==> config.mk <==
export PLATFORM = sky130hd
export DESIGN_NAME = strum_score_scheduler_flat
export DESIGN_NICKNAME = d
export VERILOG_FILES = /design/src/rtl/strum_score_scheduler_pkg.sv /design/src/rtl/strum_score_scheduler_if.sv /design/src/rtl/strum_score_scheduler_event_fifo.sv /design/src/rtl/strum_score_scheduler.sv /design/src/flat_wrapper.sv
export SDC_FILE = /design/constraint.sdc
export NUM_CORES = 1
export LEC_CHECK = 0
export CAP_MARGIN = 40
export CORE_UTILIZATION = 40
export CTS_BUF_LIST = sky130_fd_sc_hd__clkbuf_8
export DETAILED_ROUTE_END_ITERATION = 10
export PLACE_DENSITY = 0.66
export RECOVER_POWER = 25
export SLEW_MARGIN = 20
export SYNTH_ARGS = -nofsm -noshare
export SYNTH_HDL_FRONTEND = slang
export SYNTH_SLANG_ARGS = --single-unit
==> constraint.sdc <==
create_clock -name clock -period 2.6 [get_ports clock]
set_input_delay 0.52 -clock clock [delete_from_list [all_inputs] [get_ports clock]]
set_output_delay 0.52 -clock clock [all_outputs]
set_load 0.01 [all_outputs]
==> src/rtl/strum_score_scheduler_pkg.sv <==
// strum_score_scheduler_pkg: shared encodings for the score-event scheduler.
package strum_score_scheduler_pkg;
    localparam logic [31:0] INJ_INC = 32'h28400002;
    localparam logic [31:0] INJ_DEC = 32'h28400000;
    localparam logic EV_INC = 1'b1;
    localparam logic EV_DEC = 1'b0;
    typedef enum logic [1:0] {IDLE, ISSUE, GAP} state_t;
endpackage

==> src/rtl/strum_score_scheduler_if.sv <==
// strum_score_scheduler_if: injection handshake between scheduler and fetch.
interface strum_score_scheduler_if;
    logic        inj_valid;
    logic [31:0] inj_instr;
    logic        inj_ack;
    logic        pc_hold;
    modport master (output inj_valid, inj_instr, pc_hold, input inj_ack);
    modport slave  (input inj_valid, inj_instr, pc_hold, output inj_ack);
endinterface

==> src/rtl/strum_score_scheduler_event_fifo.sv <==
// sched_event_fifo: DEPTH x 1-bit circular event queue with wrap-around pointers.
module sched_event_fifo #(
    parameter int DEPTH = 4
) (
    input  logic clock,
    input  logic reset,
    input  logic push_i,
    input  logic data_i,
    input  logic pop_i,
    output logic head_o,
    output logic full_o,
    output logic empty_o
);
    localparam int AW = $clog2(DEPTH);
    localparam int CW = AW + 1;
    logic [DEPTH-1:0] mem_q;
    logic [AW-1:0]    wr_q, rd_q;
    logic [CW-1:0]    cnt_q;
    logic             pop_ok, push_ok;
    assign empty_o = cnt_q == '0;
    assign full_o  = cnt_q == CW'(DEPTH);
    assign head_o  = mem_q[rd_q];
    assign pop_ok  = pop_i & ~empty_o;
    // a full queue still accepts a push when the head leaves in the same cycle
    assign push_ok = push_i & (~full_o | pop_ok);
    always_ff @(posedge clock or negedge reset)
        if (!reset) begin
            mem_q <= '0;
            wr_q  <= '0;
            rd_q  <= '0;
            cnt_q <= '0;
        end else begin
            if (push_ok) mem_q[wr_q] <= data_i;
            wr_q  <= wr_q + AW'(push_ok);
            rd_q  <= rd_q + AW'(pop_ok);
            cnt_q <= cnt_q + CW'(push_ok) - CW'(pop_ok);
        end
endmodule

==> src/rtl/strum_score_scheduler.sv <==
// strum_score_scheduler: judges debounced strums, queues score events and
// injects them one at a time into fetch while holding the PC.
module strum_score_scheduler
    import strum_score_scheduler_pkg::*;
#(
    parameter int DEBOUNCE_CYCLES = 4,
    parameter int FIFO_DEPTH      = 4,
    parameter int GAP_CYCLES      = 2,
    parameter int BONUS_EVERY     = 8
) (
    input  logic                            clock,
    input  logic                            reset,
    input  logic                            strum_i,
    input  logic [3:0]                      buttons_i,
    input  logic [3:0]                      intersections_i,
    strum_score_scheduler_if.master         inj,
    output logic [7:0]                      combo_o,
    output logic [31:0]                     score_shadow_o,
    output logic [7:0]                      drop_count_o
);
    state_t      state_q, state_d;
    logic [2:0]  sync_q;
    logic [7:0]  deb_q, gap_q, gap_d, combo_q, combo_d, drop_q;
    logic [31:0] score_q, score_d;
    logic        ev_valid_q, ev_hit_q, bonus_q, bonus_d;
    logic        edge_w, hit_w, push_w, pop_w, head_w, full_w, empty_w;
    assign edge_w = sync_q[1] & ~sync_q[2] & (deb_q == '0);
    assign hit_w  = (intersections_i != '0) && (buttons_i == intersections_i);
    assign push_w = ev_valid_q | bonus_q;
    assign combo_d = !ev_valid_q ? combo_q : !ev_hit_q ? 8'd0 :
                     (combo_q == 8'hff) ? combo_q : combo_q + 8'd1;
    assign bonus_d = ev_valid_q & ev_hit_q & (combo_d != '0) &
                     ((combo_d % 8'(BONUS_EVERY)) == '0);
    sched_event_fifo #(.DEPTH(FIFO_DEPTH)) u_fifo (
        .clock  (clock),
        .reset  (reset),
        .push_i (push_w),
        .data_i (ev_valid_q ? (ev_hit_q ? EV_INC : EV_DEC) : EV_INC),
        .pop_i  (pop_w),
        .head_o (head_w),
        .full_o (full_w),
        .empty_o(empty_w)
    );
    always_comb begin
        state_d = state_q;
        gap_d   = gap_q;
        score_d = score_q;
        pop_w   = 1'b0;
        unique case (state_q)
            IDLE:  if (!empty_w) state_d = ISSUE;
            ISSUE: if (inj.inj_ack) begin
                pop_w   = 1'b1;
                score_d = (head_w == EV_INC) ? score_q + 32'd1 :
                          (score_q == '0) ? '0 : score_q - 32'd1;
                gap_d   = 8'(GAP_CYCLES - 1);
                state_d = GAP;
            end
            GAP: begin
                state_d = (gap_q == '0) ? IDLE : GAP;
                gap_d   = (gap_q == '0) ? gap_q : gap_q - 8'd1;
            end
            default: state_d = IDLE;
        endcase
    end
    always_ff @(posedge clock or negedge reset)
        if (!reset) begin
            state_q    <= IDLE;
            sync_q     <= '0;
            deb_q      <= '0;
            gap_q      <= '0;
            combo_q    <= '0;
            drop_q     <= '0;
            score_q    <= '0;
            ev_valid_q <= 1'b0;
            ev_hit_q   <= 1'b0;
            bonus_q    <= 1'b0;
        end else begin
            state_q    <= state_d;
            sync_q     <= {sync_q[1:0], strum_i};
            deb_q      <= edge_w ? 8'(DEBOUNCE_CYCLES) : (deb_q != '0) ? deb_q - 8'd1 : deb_q;
            gap_q      <= gap_d;
            combo_q    <= combo_d;
            drop_q     <= drop_q + 8'(push_w && full_w && !pop_w && drop_q != 8'hff);
            score_q    <= score_d;
            ev_valid_q <= edge_w;
            ev_hit_q   <= hit_w;
            bonus_q    <= bonus_d;
        end
    assign inj.inj_valid = state_q == ISSUE;
    assign inj.inj_instr = (state_q != ISSUE) ? '0 : (head_w == EV_INC) ? INJ_INC : INJ_DEC;
    assign inj.pc_hold   = state_q != IDLE;
    assign combo_o        = combo_q;
    assign score_shadow_o = score_q;
    assign drop_count_o   = drop_q;
endmodule

==> src/flat_wrapper.sv <==
// flat-port wrapper written by rule: the top's interface ports become plain ports
module strum_score_scheduler_flat import strum_score_scheduler_pkg::*;
#(
    parameter int DEBOUNCE_CYCLES = 4,
    parameter int FIFO_DEPTH      = 4,
    parameter int GAP_CYCLES      = 2,
    parameter int BONUS_EVERY     = 8
)
  (clock, reset, strum_i, buttons_i, intersections_i, combo_o, score_shadow_o, drop_count_o, inj_inj_valid, inj_inj_instr, inj_pc_hold, inj_inj_ack);
  strum_score_scheduler_if inj_i ();
  input  logic clock;
  input  logic reset;
  input  logic strum_i;
  input  logic [3:0] buttons_i;
  input  logic [3:0] intersections_i;
  output logic [7:0] combo_o;
  output logic [31:0] score_shadow_o;
  output logic [7:0] drop_count_o;
  output wire logic [$bits(inj_i.inj_valid)-1:0] inj_inj_valid;
  output wire logic [$bits(inj_i.inj_instr)-1:0] inj_inj_instr;
  output wire logic [$bits(inj_i.pc_hold)-1:0] inj_pc_hold;
  input wire logic [$bits(inj_i.inj_ack)-1:0] inj_inj_ack;
  assign inj_inj_valid = inj_i.inj_valid;
  assign inj_inj_instr = inj_i.inj_instr;
  assign inj_pc_hold = inj_i.pc_hold;
  assign inj_i.inj_ack = inj_inj_ack;
  strum_score_scheduler #(.DEBOUNCE_CYCLES(DEBOUNCE_CYCLES), .FIFO_DEPTH(FIFO_DEPTH), .GAP_CYCLES(GAP_CYCLES), .BONUS_EVERY(BONUS_EVERY)) u_core (.clock(clock), .reset(reset), .strum_i(strum_i), .buttons_i(buttons_i), .intersections_i(intersections_i), .inj(inj_i), .combo_o(combo_o), .score_shadow_o(score_shadow_o), .drop_count_o(drop_count_o));
endmodule
Yosys cells after proc, flatten, opt, wreduce, memory -nomap -nowiden
Cells that the tools add are included.

storage, ports and cells
  logic and storage cells = 95
  output and inout bits = 82
  bits of input ports = 12
  register bits after elaboration = 83

cells by class
  reduce and logical (&&, ||, !) cells = 21
  eq/ne operators = 10
  bitwise operators = 12
  mux-type cells = 25
  order comparisons = 3
  add/sub/neg operators = 10

operators by type and width
  kind                   number
  $mux 32                3
  $mux 8                 7
  $add 32x1->32 const B  1
  $logic_not 32->1       1
  $sub 32x1->32 const B  1
  $logic_not 8->1        3
  $pmux 8 s2             1
  $reduce_bool 8->1      2
  $sub 8x1->8 const B    2
  $add 8x1->8            1
  $add 8x1->8 const B    1
  $eq 8x8->1 const B     1
  $mux 2                 4
  $ne 8x8->1 const B     1
  $and 1x1->1            7
  $lt 2x3->1 const B     2
  $mux 1                 6
  $pmux 2 s3             1
  $reduce_bool 2->1      3
  $logic_and 1x1->1      5
  $add 2x1->2            2
  $bwmux 4               1
  $eq 4x4->1             1
  $ne 2x1->1 const B     2
  other kinds (17)       22

Longest topological paths before layout
  depth after elaboration = 7
  gate-level depth with buffers = 11
  mapped depth without buffers = 10

Cells and area by module
Synthesis repeated with hierarchy kept, for this count alone.

unflattened totals
  cell total of the unflattened synthesis = 597
  area total of the unflattened synthesis = 5494.0 µm²

modules (own cells, without submodules)
  module                 cells an instance  sequential area each (µm²)  instances  area an instance (µm²)
  strum_score_scheduler  558                1801.7                      1          4962.3
  sched_event_fifo       39                 275.3                       1          531.8

Worst setup path before layout
Ideal clock, no wire load.

  path kind = flip-flop to flip-flop
  start = register u_core.score_q[0] (netlist: u_core.score_shadow_o[0])
  end = register u_core.score_q[12] (netlist: u_core.score_shadow_o[12])
  clock period less this slack = 2.780 ns
  library setup time = 0.128 ns
  setup slack = -0.180 ns
  cell stages (with the launch flop) = 9
  required time = 2.472 ns
  buffers on the path = 0
  arrival = 2.652 ns
  cell sequence = dfrtp_1 inv_1 ha_1 or3b_4 or4_4 or3_1 or3_1 a21oi_1 mux2_1

between the ends
  longest elaborated chain between the ends = 3
  elaborated cells between the ends (all ways) = 5
  those cells by class = 2 x add/sub; 2 x mux; 1 x reduce/logical

RTL lines
  element                                            line                         RTL
  from (decl)                                        strum_score_scheduler.sv:24  logic [31:0] score_q, score_d;
  from (signal assigned)                             strum_score_scheduler.sv:84  score_q <= score_d;
  $sub 32x1->32 or $logic_not 32->1 (tied branches)  strum_score_scheduler.sv:54  (score_q == '0) ? '0 : score_q - 32'd1;
  $mux 32                                            strum_score_scheduler.sv:54
  $mux 32 (*)                                        strum_score_scheduler.sv:53  score_d = (head_w == EV_INC) ? score_q + 32'd1 :

Every way passes the cells marked *; elsewhere a longest branch is shown, timed or not.
A chain may end at the register's enable or synchronous reset.

Worst setup path after layout
  start = register u_core.score_q[1] (netlist: u_core.score_shadow_o[1])
  end = register u_core.score_q[12] (netlist: u_core.score_shadow_o[12])

Same word-level chain as after synthesis.

==> out/metrics.yaml <==
status: "finished with violations"
failed_checks: "capacitance limit, slew limit, setup timing"
endpoint_kind: "register"
rows: 41
dp_hpwl_um: 10100
synth_ff_type: "dfrtp_1"
required_ns: 2.84
netlist_area_mm2: 0.00518
crit_path_max_incr_delay_ns: 0.43
clockBufferDepth: 2
path_clk_slew_ns: 0.09
fmax_mhz: 373
crit_arrival_ns: 2.92
min_to: "u_core.sync_q[1]"
grt_overflow_total: 0
rsz0062_at_grt: "yes"
crit_chain: "inv_2, ha_4, or3b_4, or4_4, or3_4, or3_4, a21oi_4, mux2_4"
io_pins: 94
die_h_um: 116
relSlewSlack: -0.486
pre_cts_slack_ns: -0.0932
power.internal_uw: 2970
die_area_mm2: 0.0134
grt_pass1_vias: 4649
start_util: 0.411
critPathKind: "reg2reg"
cts.sinks: 83
routed_via_density: 5.65
mostFrequentLayoutCells: "dfrtp_1 (80), clkdlybuf4s50_1 (63), buf_4 (58)"
place_congestion: 0.954
setup_slack_ns: -0.0807
antenna_found_initial: 0
finalHoldViolations: 0
synth.avg_cell_area_um2: 8.99
cpMostUsedCell: "or3_4"
remaining_drc_errors: 0
min_path_type: "reg2reg"
drtAntennaViolNets: 0
area_growth_pct: 25.5
finalSetupTns_ns: -0.0984
totalWireLength_um: 13700
path_buf_inv: 1
fin_cells: 856
r2r_setup_slack_ns: -0.08
min_period_over_period: 1.03
tightest_slew_ns: 2.23
fin_hold_ws_ns: 0.355
p_switching_uw: 1910
critPathTopFamily: "simple AND/OR/NAND/NOR gates"
dr.pass1.iters: 6
cts_tree: "yes"
comb_power_share: 0.436
via_count: 4833
num_antenna_cells: 0
cts_buffers: 9
root_buffer: "clkbuf_8"
insertion_delay_ns: 0.36
setup-violations-final: 3
clock_skew_ns: 0.0107
r2r-end: "u_core.score_shadow_o[12]"
final_common_cell: "dfrtp_1"
whs_path_depth: 0
cap_violations: 1
ys_async_sr_fraction: 1.00
critPathSlowestCell: "or4_4"
final_max_slew_viol_count: 40
dp.cells: 838
drt_iter0_drc: 375
drive_gt1_frac: 0.174
placement.io_buffers: 65
p_seq_frac: 0.378
syn-instance-count: 577
power_density_mw_per_mm2: 751
cp-start-kind: "register"
ys_seq_elements: 83
fin_total_pwr_uw: 4880
reg2regPathDepth: 8
ys_seq_area_frac: 0.401
sw_frac_of_total: 0.391
worstPathMaxFanout: 2
min_period_ns: 2.68
timing.rr.start: "u_core.score_shadow_o[1]"
grt_pass1_wl_um: 22500
grt_max_degree: 40
peakVddDrop_v: 0.000467
yosysWarnings: 0
synth-edff-count: 0
power_leakage_uw: 0.00272
min_from: "u_core.sync_q[0]"
synth_cell_types: 71
crit_start: "u_core.score_shadow_o[1]"
nNetsFinal: 705
core_mm2: 0.0126
cts_max_level: 3
track_usage: 0.213
die_x_um: 116
power_frac_clock: 0.186
wire_per_inst_um: 16.0
-- how the worst max path moves through the flow --
stage	to	cells past startpoint
after global placement	u_core.score_shadow_o[12]	8
final	u_core.score_shadow_o[12]	8
after detailed placement	u_core.score_shadow_o[12]	8
after floorplan	u_core.score_shadow_o[12]	8
after CTS	u_core.score_shadow_o[12]	8
after global routing	u_core.score_shadow_o[12]	8
-- sequential cells by signal (all words and copies together) (netlist names) --
name	cells
u_core.score_shadow_o	32
u_core.ev_hit_q	1
u_core.combo_o	8
u_core.u_fifo.mem_q	4
u_core.state_q	2
u_core.u_fifo.cnt_q	3
u_core.drop_count_o	8
u_core.bonus_q	1
u_core.sync_q	3
u_core.deb_q	8
u_core.u_fifo.rd_q	2
u_core.u_fifo.wr_q	2
u_core.gap_q	8
u_core.ev_valid_q	1
-- cells in the mapped netlist, drive strengths merged, types with 3 or more instances --
cell | instances | area share
a211oi | 3 | 0.0043
a21oi | 28 | 0.027
a22oi | 4 | 0.0058
a31oi | 8 | 0.0097
a41oi | 4 | 0.0068
and2 | 6 | 0.0075
and3 | 9 | 0.011
and4 | 8 | 0.014
buf | 38 | 0.055
clkbuf | 23 | 0.017
dfrtp | 83 | 0.40
ha | 12 | 0.029
inv | 21 | 0.015
mux2 | 12 | 0.026
mux2i | 5 | 0.0097
nand2 | 36 | 0.026
nand2b | 4 | 0.0048
nand3 | 27 | 0.026
nand4 | 21 | 0.025
nor2 | 47 | 0.034
nor2b | 4 | 0.0048
nor3 | 21 | 0.020
nor4 | 21 | 0.029
o211ai | 3 | 0.0043
o21a | 3 | 0.0043
o21ai | 33 | 0.032
o22ai | 4 | 0.0048
o31ai | 6 | 0.0087
o32ai | 3 | 0.0051
or2 | 5 | 0.0060
or3 | 13 | 0.017
or4 | 9 | 0.015
xnor2 | 11 | 0.019
xor2 | 12 | 0.020
-- power groups by stage --
stage	clock network, uW	registers [uW]	logic [uW]
6_report	907	1850	2130
5_1_grt	992	1890	2340
2_1_floorplan	0	1840	1240
4_1_cts	931	1840	2070
3_5_place_dp	0	1870	2020
3_3_place_gp	0	1850	1960
-- metal layers --
| metal | share of wire | track usage |
|---|---|---|
| met5 | 0 | 0 |
| met4 | 0.013 | 0.0521 |
| met3 | 0.050 | 0.0471 |
| met2 | 0.50 | 0.374 |
| met1 | 0.44 | 0.266 |
-- layout make-up --
class / count / area [um2]
multi-input combinational: 439 / 2850
inverter: 21 / 78.8
timing repair buffer: 126 / 1100
fill: 1200 / 6110
sequential: 83 / 2080
clock inverter: 6 / 58.8
tap: 172 / 215
clock buffer: 9 / 124
-- stage by stage --
step	utilization	cell area [um2]
after global routing	0.516	6510
after global placement	0.493	6220
after floorplan	-	5290
final	0.516	6510
after detailed placement	0.493	6220
after CTS	0.510	6430
-- repair_timing --
action | in CTS | in global routing
buffers inserted | 0 | 3
hold buffers | 0 | 0
setup endpoints to repair | 5 | 6
pin swaps | 0 | 3
resized for setup | 6 | 11
-- logic make-up (layout without fill, tap and decap cells) --
family | count (synthesis) | after routing | synth area share
mux | 18 | 18 | 0.0401
fa+ha+maj | 13 | 13 | 0.0328
buf+inv | 82 | 162 | 0.0866
compound gates | 121 | 121 | 0.151
xor+xnor | 23 | 23 | 0.0389
flops | 83 | 83 | 0.401
simple gates | 236 | 236 | 0.249
other cells | 1 | 28 | 0.000723
(Power assumes the default switching activity.)
